==> src/rtl/div_unit_pkg.sv <==
// Shared types for the multi-cycle divider: FSM state encoding and default operand width.
package div_unit_pkg;

    localparam int unsigned DIV_DATA_W = 32;

    typedef enum logic [1:0] {
        DIV_FREE   = 2'b00,
        DIV_BYZERO = 2'b01,
        DIV_ON     = 2'b10,
        DIV_END    = 2'b11
    } div_state_e;

endpackage

==> src/rtl/div_unit_step.sv <==
// One restoring-division iteration: trial-subtract the divisor from the upper partial remainder, then shift.
module div_step #(
    parameter int unsigned DATA_W = 32
) (
    input  logic [2*DATA_W:0] dividend_i,
    input  logic [DATA_W-1:0] divisor_i,
    output logic [2*DATA_W:0] dividend_o
);

    logic [DATA_W:0] diff;

    always_comb begin
        diff = {1'b0, dividend_i[2*DATA_W-1:DATA_W]} - {1'b0, divisor_i};
        // Borrow out means the trial failed: keep the remainder and shift in a 0 quotient bit.
        if (diff[DATA_W]) begin
            dividend_o = {dividend_i[2*DATA_W-1:0], 1'b0};
        end else begin
            dividend_o = {diff[DATA_W-1:0], dividend_i[DATA_W-1:0], 1'b1};
        end
    end

endmodule

==> src/rtl/div_unit.sv <==
// DIV/DIVU controller: FSM, iteration counter and sign fix-up around the div_step datapath.
module div_unit
    import div_unit_pkg::*;
#(
    parameter int unsigned DATA_W = DIV_DATA_W
) (
    input  logic                clk,
    input  logic                rst,
    input  logic                signed_div_i,
    input  logic [DATA_W-1:0]   opdata1_i,
    input  logic [DATA_W-1:0]   opdata2_i,
    input  logic                start_i,
    input  logic                annul_i,
    output logic [2*DATA_W-1:0] result_o,
    output logic                ready_o,
    output logic                busy_o
);

    localparam int unsigned CNT_W = $clog2(DATA_W) + 1;

    div_state_e          state_q, state_d;
    logic [CNT_W-1:0]    cnt_q, cnt_d;
    logic [2*DATA_W:0]   dividend_q, dividend_d;
    logic [DATA_W-1:0]   divisor_q, divisor_d;
    logic                signed_q, signed_d;
    logic                neg1_q, neg1_d;
    logic                neg2_q, neg2_d;
    logic [2*DATA_W-1:0] result_q, result_d;

    logic [2*DATA_W:0]   step_dividend;
    logic [DATA_W-1:0]   abs1, abs2;
    logic [DATA_W-1:0]   quot_raw, rem_raw;

    div_step #(
        .DATA_W(DATA_W)
    ) u_step (
        .dividend_i(dividend_q),
        .divisor_i (divisor_q),
        .dividend_o(step_dividend)
    );

    always_comb begin
        abs1 = (signed_div_i && opdata1_i[DATA_W-1]) ? (~opdata1_i + 1'b1) : opdata1_i;
        abs2 = (signed_div_i && opdata2_i[DATA_W-1]) ? (~opdata2_i + 1'b1) : opdata2_i;
        quot_raw = dividend_q[DATA_W-1:0];
        rem_raw  = dividend_q[2*DATA_W:DATA_W+1];
    end

    always_comb begin
        state_d    = state_q;
        cnt_d      = cnt_q;
        dividend_d = dividend_q;
        divisor_d  = divisor_q;
        signed_d   = signed_q;
        neg1_d     = neg1_q;
        neg2_d     = neg2_q;
        result_d   = result_q;

        unique case (state_q)
            DIV_FREE: begin
                if (start_i && !annul_i) begin
                    if (opdata2_i == '0) begin
                        state_d = DIV_BYZERO;
                    end else begin
                        state_d    = DIV_ON;
                        cnt_d      = '0;
                        dividend_d = {{DATA_W{1'b0}}, abs1, 1'b0};
                        divisor_d  = abs2;
                        signed_d   = signed_div_i;
                        neg1_d     = opdata1_i[DATA_W-1];
                        neg2_d     = opdata2_i[DATA_W-1];
                    end
                end
            end
            DIV_BYZERO: begin
                if (annul_i) begin
                    state_d = DIV_FREE;
                end else begin
                    state_d  = DIV_END;
                    result_d = '0;
                end
            end
            DIV_ON: begin
                if (annul_i) begin
                    state_d = DIV_FREE;
                end else if (cnt_q == CNT_W'(DATA_W)) begin
                    // Quotient sign follows the operand signs; remainder sign follows the dividend.
                    result_d[DATA_W-1:0] = (signed_q && (neg1_q ^ neg2_q)) ?
                                           (~quot_raw + 1'b1) : quot_raw;
                    result_d[2*DATA_W-1:DATA_W] = (signed_q && neg1_q) ?
                                                  (~rem_raw + 1'b1) : rem_raw;
                    state_d = DIV_END;
                end else begin
                    dividend_d = step_dividend;
                    cnt_d      = cnt_q + 1'b1;
                end
            end
            DIV_END: begin
                if (annul_i || !start_i) begin
                    state_d = DIV_FREE;
                end
            end
            default: state_d = DIV_FREE;
        endcase
    end

    always_ff @(posedge clk) begin
        if (rst) begin
            state_q    <= DIV_FREE;
            cnt_q      <= '0;
            dividend_q <= '0;
            divisor_q  <= '0;
            signed_q   <= 1'b0;
            neg1_q     <= 1'b0;
            neg2_q     <= 1'b0;
            result_q   <= '0;
        end else begin
            state_q    <= state_d;
            cnt_q      <= cnt_d;
            dividend_q <= dividend_d;
            divisor_q  <= divisor_d;
            signed_q   <= signed_d;
            neg1_q     <= neg1_d;
            neg2_q     <= neg2_d;
            result_q   <= result_d;
        end
    end

    always_comb begin
        ready_o  = (state_q == DIV_END);
        busy_o   = (state_q == DIV_BYZERO) || (state_q == DIV_ON);
        result_o = (state_q == DIV_END) ? result_q : '0;
    end

endmodule

==> config.mk <==
export PLATFORM = sky130hd
export DESIGN_NAME = div_unit
export DESIGN_NICKNAME = d
export VERILOG_FILES = /design/src/rtl/div_unit_pkg.sv /design/src/rtl/div_unit_step.sv /design/src/rtl/div_unit.sv
export SDC_FILE = /design/constraint.sdc
export NUM_CORES = 1
export LEC_CHECK = 0
export BUFFER_PORTS_ARGS = -buffer_cell sky130_fd_sc_hd__buf_2
export CORE_ASPECT_RATIO = 1.4
export CORE_UTILIZATION = 54
export DETAILED_ROUTE_END_ITERATION = 8
export PLACE_DENSITY = 0.77
export SYNTH_ARGS = -nofsm -noshare
export SYNTH_HDL_FRONTEND = slang
export SYNTH_HIERARCHICAL = 1
export SYNTH_SLANG_ARGS = --single-unit
==> constraint.sdc <==
create_clock -name clk -period 2.7 [get_ports clk]
set_clock_uncertainty 0.15 [all_clocks]
set_input_delay 0.135 -clock clk [delete_from_list [all_inputs] [get_ports clk]]
set_output_delay 0.135 -clock clk [all_outputs]
set_load 0.03 [all_outputs]
# Word-level counts from Yosys, hierarchy flattened
# Cells that the tools add are included.
# totals
reg_bits,172
in_bits,69
out_inout_bits,66
wordCells,76
# op_classes
add_sub_neg,6
n_eq_ne,12
n_mux,27
bitwise,6
reduce_logical,17
# op_table
operator,count
$mux 65,5
$mux 64,4
$pmux 65 s2,1
$add 32x1->32 const B,4
$mux 32,4
$not 32->32,4
$pmux 64 s2,1
$sub 32x32->33,1
$logic_not 32->1,1
$mux 6,4
$mux 2,6
$ne 2x2->1 const B,6
$pmux 6 s2,1
$pmux 2 s4,1
$add 6x1->6 const B,1
$eq 6x6->1 const B,1
$reduce_and 3->1,2
$logic_and 1x1->1,5
$reduce_and 5->1,1
$eq 2x2->1 const B,2
$reduce_and 4->1,1
$reduce_bool 2->1,2
$ne 3x3->1 const B,1
$eq 2x1->1 const B,1
other kinds (6),8

# Depth between registers and ports, before layout
# depth
depth_word,6
ltp_mapped,15
depth_no_buf,14

# By module
# Netlist, hierarchy kept.
# modules_own_cells
module,n_inst,cells_per_inst,area_each_um2,seq_area_each_um2
div_unit,1,1287,9958.3,3443.3
div_step,1,388,2466.1,0.0

# Least setup slack after synthesis
# OpenSTA, ideal clock, no wires.
# synth_path
kind,register to register
startpoint,reg dividend_q[50]
endpoint,reg dividend_q[60]
setup_ns,0.132
arrival_ns,2.585
required_ns,2.418
path_slack_ns,-0.167
path_stages_with_launch,13
n_path_buf,1
period_less_slack_ns,2.867
cell_sequence,dfxtp_1 -> ha_1 -> buf_6 -> a21o_1 -> o21bai_1 -> a221o_1 -> a31oi_1 -> a21boi_1 -> o21a_1 -> or3_1 -> a31o_1 -> nand3_1 -> a21oi_1
# synth_between
elab_chain_cells,5
# synth_rtl
item,line_no,rtl
start: declaration,div_unit.sv:23,"logic [2*DATA_W:0] dividend_q, dividend_d;"
start signal: assignment,div_unit.sv:120,dividend_q <= dividend_d;
$sub 32x32->33,div_unit_step.sv:13,"diff = {1'b0, dividend_i[2*DATA_W-1:DATA_W]} - {1'b0, divisor_i};"
$mux 65,div_unit_step.sv:15,if (diff[DATA_W]) begin
via step_dividend[60],div_unit.sv:30,logic [2*DATA_W:0] step_dividend;
$mux 65,div_unit.sv:86,end else if (cnt_q == CNT_W'(DATA_W)) begin
$mux 65,div_unit.sv:84,if (annul_i) begin
$pmux 65 s2,div_unit.sv:59,unique case (state_q)
# The timed path passes the listed nets, and every way through them passes these cells. The select of a mux whose other input is x is not followed.
# A chain may end at the register's enable or synchronous reset.

# Worst setup path after layout
# layout_path
startpoint,reg divisor_q[4]
endpoint,reg dividend_q[60]
# layout_between
elab_chain_cells,5
# layout_rtl
item,line_no,rtl
start: declaration,div_unit.sv:24,"logic [DATA_W-1:0] divisor_q, divisor_d;"
start signal: assignment,div_unit.sv:121,divisor_q <= divisor_d;
$sub 32x32->33,div_unit_step.sv:13,
$mux 65,div_unit_step.sv:15,
via step_dividend[60],div_unit.sv:30,
$mux 65,div_unit.sv:86,
$mux 65,div_unit.sv:84,
$pmux 65 s2,div_unit.sv:59,
# The timed path passes the listed nets, and every way through them passes these cells. The select of a mux whose other input is x is not followed.

==> results.sh <==
export IMPL_dominantRegCellSynth="dfxtp_1"
export IMPL_gr_total_overflow=0
export IMPL_grt_pass1_wl_um=65600
export IMPL_synth_nets=1788
export IMPL_ir_drop_mv=0.515
export IMPL_final_core_util=0.712
export IMPL_pin_count=135
export IMPL_grt_usage=0.358
export IMPL_worstPathArrival_ns=3.16
export IMPL_period_needed_ns=3.00
export IMPL_antenna_left=0
export IMPL_pwr_share_comb=0.484
export IMPL_startpoint_type="flip-flop"
export IMPL_via_per_inst=6.21
export IMPL_maxSlewViolCount=0
export IMPL_yosysWarnings=6
export IMPL_cp_cell_sequence="inv_1, ha_1, a211oi_1, a311oi_2, buf_4, o2111ai_4, a21boi_2, o21a_1, or3_1, a31o_1, nand3_1, a21oi_1"
export IMPL_cts_path_max_buffers=2
export IMPL_clkPwrFrac=0.225
export IMPL_p_sw_frac=0.422
export IMPL_drive_above_1_share=0.264
export IMPL_max_stage_delay_ns=0.43
export IMPL_p_leak_nw=6.37
export IMPL_nets=2035
export IMPL_wl_per_cell_um=19.2
export IMPL_grt_pass1_vias=13100
export IMPL_portBuffers=134
export IMPL_worst_slew_margin_rel=0.478
export IMPL_drt_pre_antenna_iters=6
export IMPL_syn_avg_cell_area_um2=7.42
export IMPL_async_reset_ff_frac=0
export IMPL_seq_power_share=0.290
export IMPL_synth_area_um2=12400
export IMPL_seq_area_frac_synth=0.277
export IMPL_fin_ws_ns=-0.298
export IMPL_period_share=1.11
export IMPL_crit_type="flip-flop to flip-flop"
export IMPL_outcome="complete, but fails checks"
export IMPL_cts_sinks=172
export IMPL_synth_edff_count=0
export IMPL_clock_latency_ns=0.45
export IMPL_gp_congestion=0.961
export IMPL_violations="negative setup slack"
export IMPL_via_count=13900
export IMPL_cts_buffers=17
export IMPL_rsz0062_at_grt="yes"
export IMPL_antenna_diode_count=0
export IMPL_initial_core_util=0.552
export IMPL_core_area_um2=22500
export IMPL_hold_viol_final=0
export IMPL_drtIter0Drc=1028
export IMPL_fp_dieH_um=181
export IMPL_finalPower_w=0.0104
export IMPL_grt_antenna_before_repair=0
export IMPL_cp_max_fo=3
export IMPL_area_growth_syn_to_layout_pct=29.1
export IMPL_path_buf_inv=2
export IMPL_cp_top_family="compound AO/OA/AOI/OAI gates"
export IMPL_grt_max_degree=66
export IMPL_p_per_area_nw_per_um2=649
export IMPL_switchingPower_w=0.00439
export IMPL_setup_viol=33
export IMPL_routed_wl_um=42900
export IMPL_rows=65
export IMPL_htree_levels=4
export IMPL_synthCells=1675
export IMPL_tightestPinTransition_ns=0.781
export IMPL_dp_hpwl_um=30700
export IMPL_synth_cell_types=82
export IMPL_die_area_um2=23600
export IMPL_drv_cap=0
export IMPL_cts_tree="done"
export IMPL_p_int_w=0.00601
export IMPL_hp_class="input pin to flip-flop"
export IMPL_clk_pin_slew_ns=0.07
export IMPL_drcViolationCount=0
export IMPL_max_freq_mhz=334
export IMPL_root_buffer="clkbuf_16"
export IMPL_crit_path_top_delay_cell="a211oi_1"
export IMPL_worstPathRequired_ns=2.86
export IMPL_die_w_um=130
export IMPL_critPathCaptureType="flip-flop"
export IMPL_ys_ff_latch=172
==> synthesized netlist by cell type (4+ instances only) <==
cell,count,share of area
xnor2_1,74,0.052
nor2b_1,11,0.0055
nor4_1,27,0.014
o21a_1,7,0.0042
xor2_1,47,0.033
nor3b_1,8,0.0048
nor2_1,107,0.032
nand4_1,14,0.0070
a2111oi_0,5,0.0035
ha_1,43,0.043
o31ai_1,13,0.0079
nand3_1,72,0.029
a31oi_1,49,0.025
buf_4,33,0.020
clkbuf_1,88,0.027
a21o_1,6,0.0036
a32o_1,4,0.0032
a21oi_1,166,0.067
a22oi_1,13,0.0079
o211ai_1,13,0.0079
nor3_1,51,0.021
nand3b_1,4,0.0024
and2_1,77,0.039
or3_1,14,0.0070
nand2_1,168,0.051
a41oi_1,14,0.0099
o311ai_0,6,0.0042
and3_1,9,0.0045
buf_6,4,0.0036
inv_1,69,0.021
o41ai_1,8,0.0056
o211a_1,5,0.0040
a211oi_1,31,0.019
dfxtp_1,172,0.28
buf_1,6,0.0018
buf_2,16,0.0064
a311oi_1,6,0.0042
a41o_1,4,0.0032
mux2i_1,10,0.0081
or4_1,18,0.011
o2111ai_1,5,0.0035
o21ai_0,105,0.042
nand2b_1,16,0.0081
==> layout by cell type, fill, tap and decap left out, types with 10 or more instances in the layout <==
cell type,n
a211oi_1,30
a21oi_1,134
a21oi_2,29
a22oi_1,13
a31oi_1,47
a41oi_1,13
and2_1,76
buf_2,133
buf_4,190
clkbuf_16,17
dfxtp_1,154
dfxtp_2,15
dlygate4sd3_1,40
ha_1,24
ha_4,17
inv_1,64
mux2i_1,10
nand2_1,162
nand2b_1,16
nand3_1,70
nand4_1,14
nor2_1,98
nor2b_1,10
nor3_1,51
nor4_1,26
o211ai_1,13
o21ai_0,90
o21ai_1,10
or3_1,12
or4_1,17
xnor2_1,74
xor2_1,47
==> final cells by class <==
class                           instances  area [um2]
Clock inverter                         14         113
Clock buffer                           18         429
Inverter                               70         265
Fill cell                            1811        6490
Tap cell                              301         377
Multi-Input combinational cell       1285        8690
Timing Repair Buffer                  376        2690
Sequential cell                       172        3470
==> power by group through the flow <==
stage                     clock (W)  sequential, W  combinational [W]
final                       0.00234        0.00302            0.00504
after CTS                   0.00236        0.00300            0.00467
after floorplan                   0        0.00298            0.00302
after detailed placement          0        0.00306            0.00438
after global placement            0        0.00304            0.00427
after global routing        0.00247        0.00304            0.00538
==> repair_timing <==
action | 4_1_cts | 5_1_grt
setup buffers | 5 | 9
pin swaps | 14 | 30
setup endpoints to repair | 33 | 43
gates cloned | 2 | 1
endpoints found under the hold margin | 49 | 0
hold buffers | 40 | 0
resized for setup | 54 | 74
==> stage by stage <==
| stage | instance area, um2 | std cells | setup TNS [ns] | setup WS (ns) | hold WS [ns] |
|---|---|---|---|---|---|
| 6_report | 16000 | 2236 | -5.66 | -0.298 | 0.0180 |
| 5_1_grt | 16000 | 2236 | -8.88 | -0.393 | 0.00370 |
| 4_1_cts | 15700 | 2227 | -4.03 | -0.186 | 0.00147 |
| 3_5_place_dp | 14400 | 2148 | -5.57 | -0.273 | 0.281 |
| 3_3_place_gp | 14400 | 2148 | -3.90 | -0.236 | 0.275 |
| 2_1_floorplan | 12700 | 1675 | -0.321 | -0.0567 | 0.121 |
==> cell families (layout without fill, tap and decap cells) <==
family / Yosys count / in the layout / synth area share
DFF: 172 / 172 / 0.277
buffers and inverters: 218 / 478 / 0.0800
xor gates and xnor gates: 121 / 121 / 0.0853
AOI/OAI and AO/OA: 494 / 494 / 0.254
and+or+nand+nor: 615 / 615 / 0.250
muxes: 11 / 11 / 0.00926
adders and majority gates: 44 / 44 / 0.0449
==> flip-flops by register name (all words and copies together) (netlist names) <==
| register | flops |
|---|---|
| result_q | 64 |
| neg2_q | 1 |
| neg1_q | 1 |
| divisor_q | 32 |
| signed_q | 1 |
| state_q | 2 |
| dividend_q | 65 |
| cnt_q | 6 |
==> layer usage <==
layer	part of all wire	global-route usage
met1	0.36	0.374
met2	0.50	0.628
met3	0.058	0.0586
met4	0.081	0.277
met5	0	0
==> final timing paths <==
kind | from | end | slack [ns] | cells after the start
setup / recovery | divisor_q[4] | dividend_q[60] | -0.30 | 12
hold / removal | opdata1_i[3] | dividend_q[4] | 0.02 | 5
setup reg to reg | divisor_q[4] | dividend_q[60] | -0.30 | 12
hold reg to reg | result_q[58] | result_q[58] | 0.30 | 2
==> worst register-to-register path: stages, from the launching register on <==
cell and delay (ns):
dfxtp_1 0.33, inv_1 0.04, ha_1 0.31, a211oi_1 0.43
a311oi_2 0.17, buf_4 0.19, o2111ai_4 0.22, a21boi_2 0.10
o21a_1 0.17, or3_1 0.34, a31o_1 0.25, nand3_1 0.10
a21oi_1 0.08
Power figures use the tool's default switching activity.
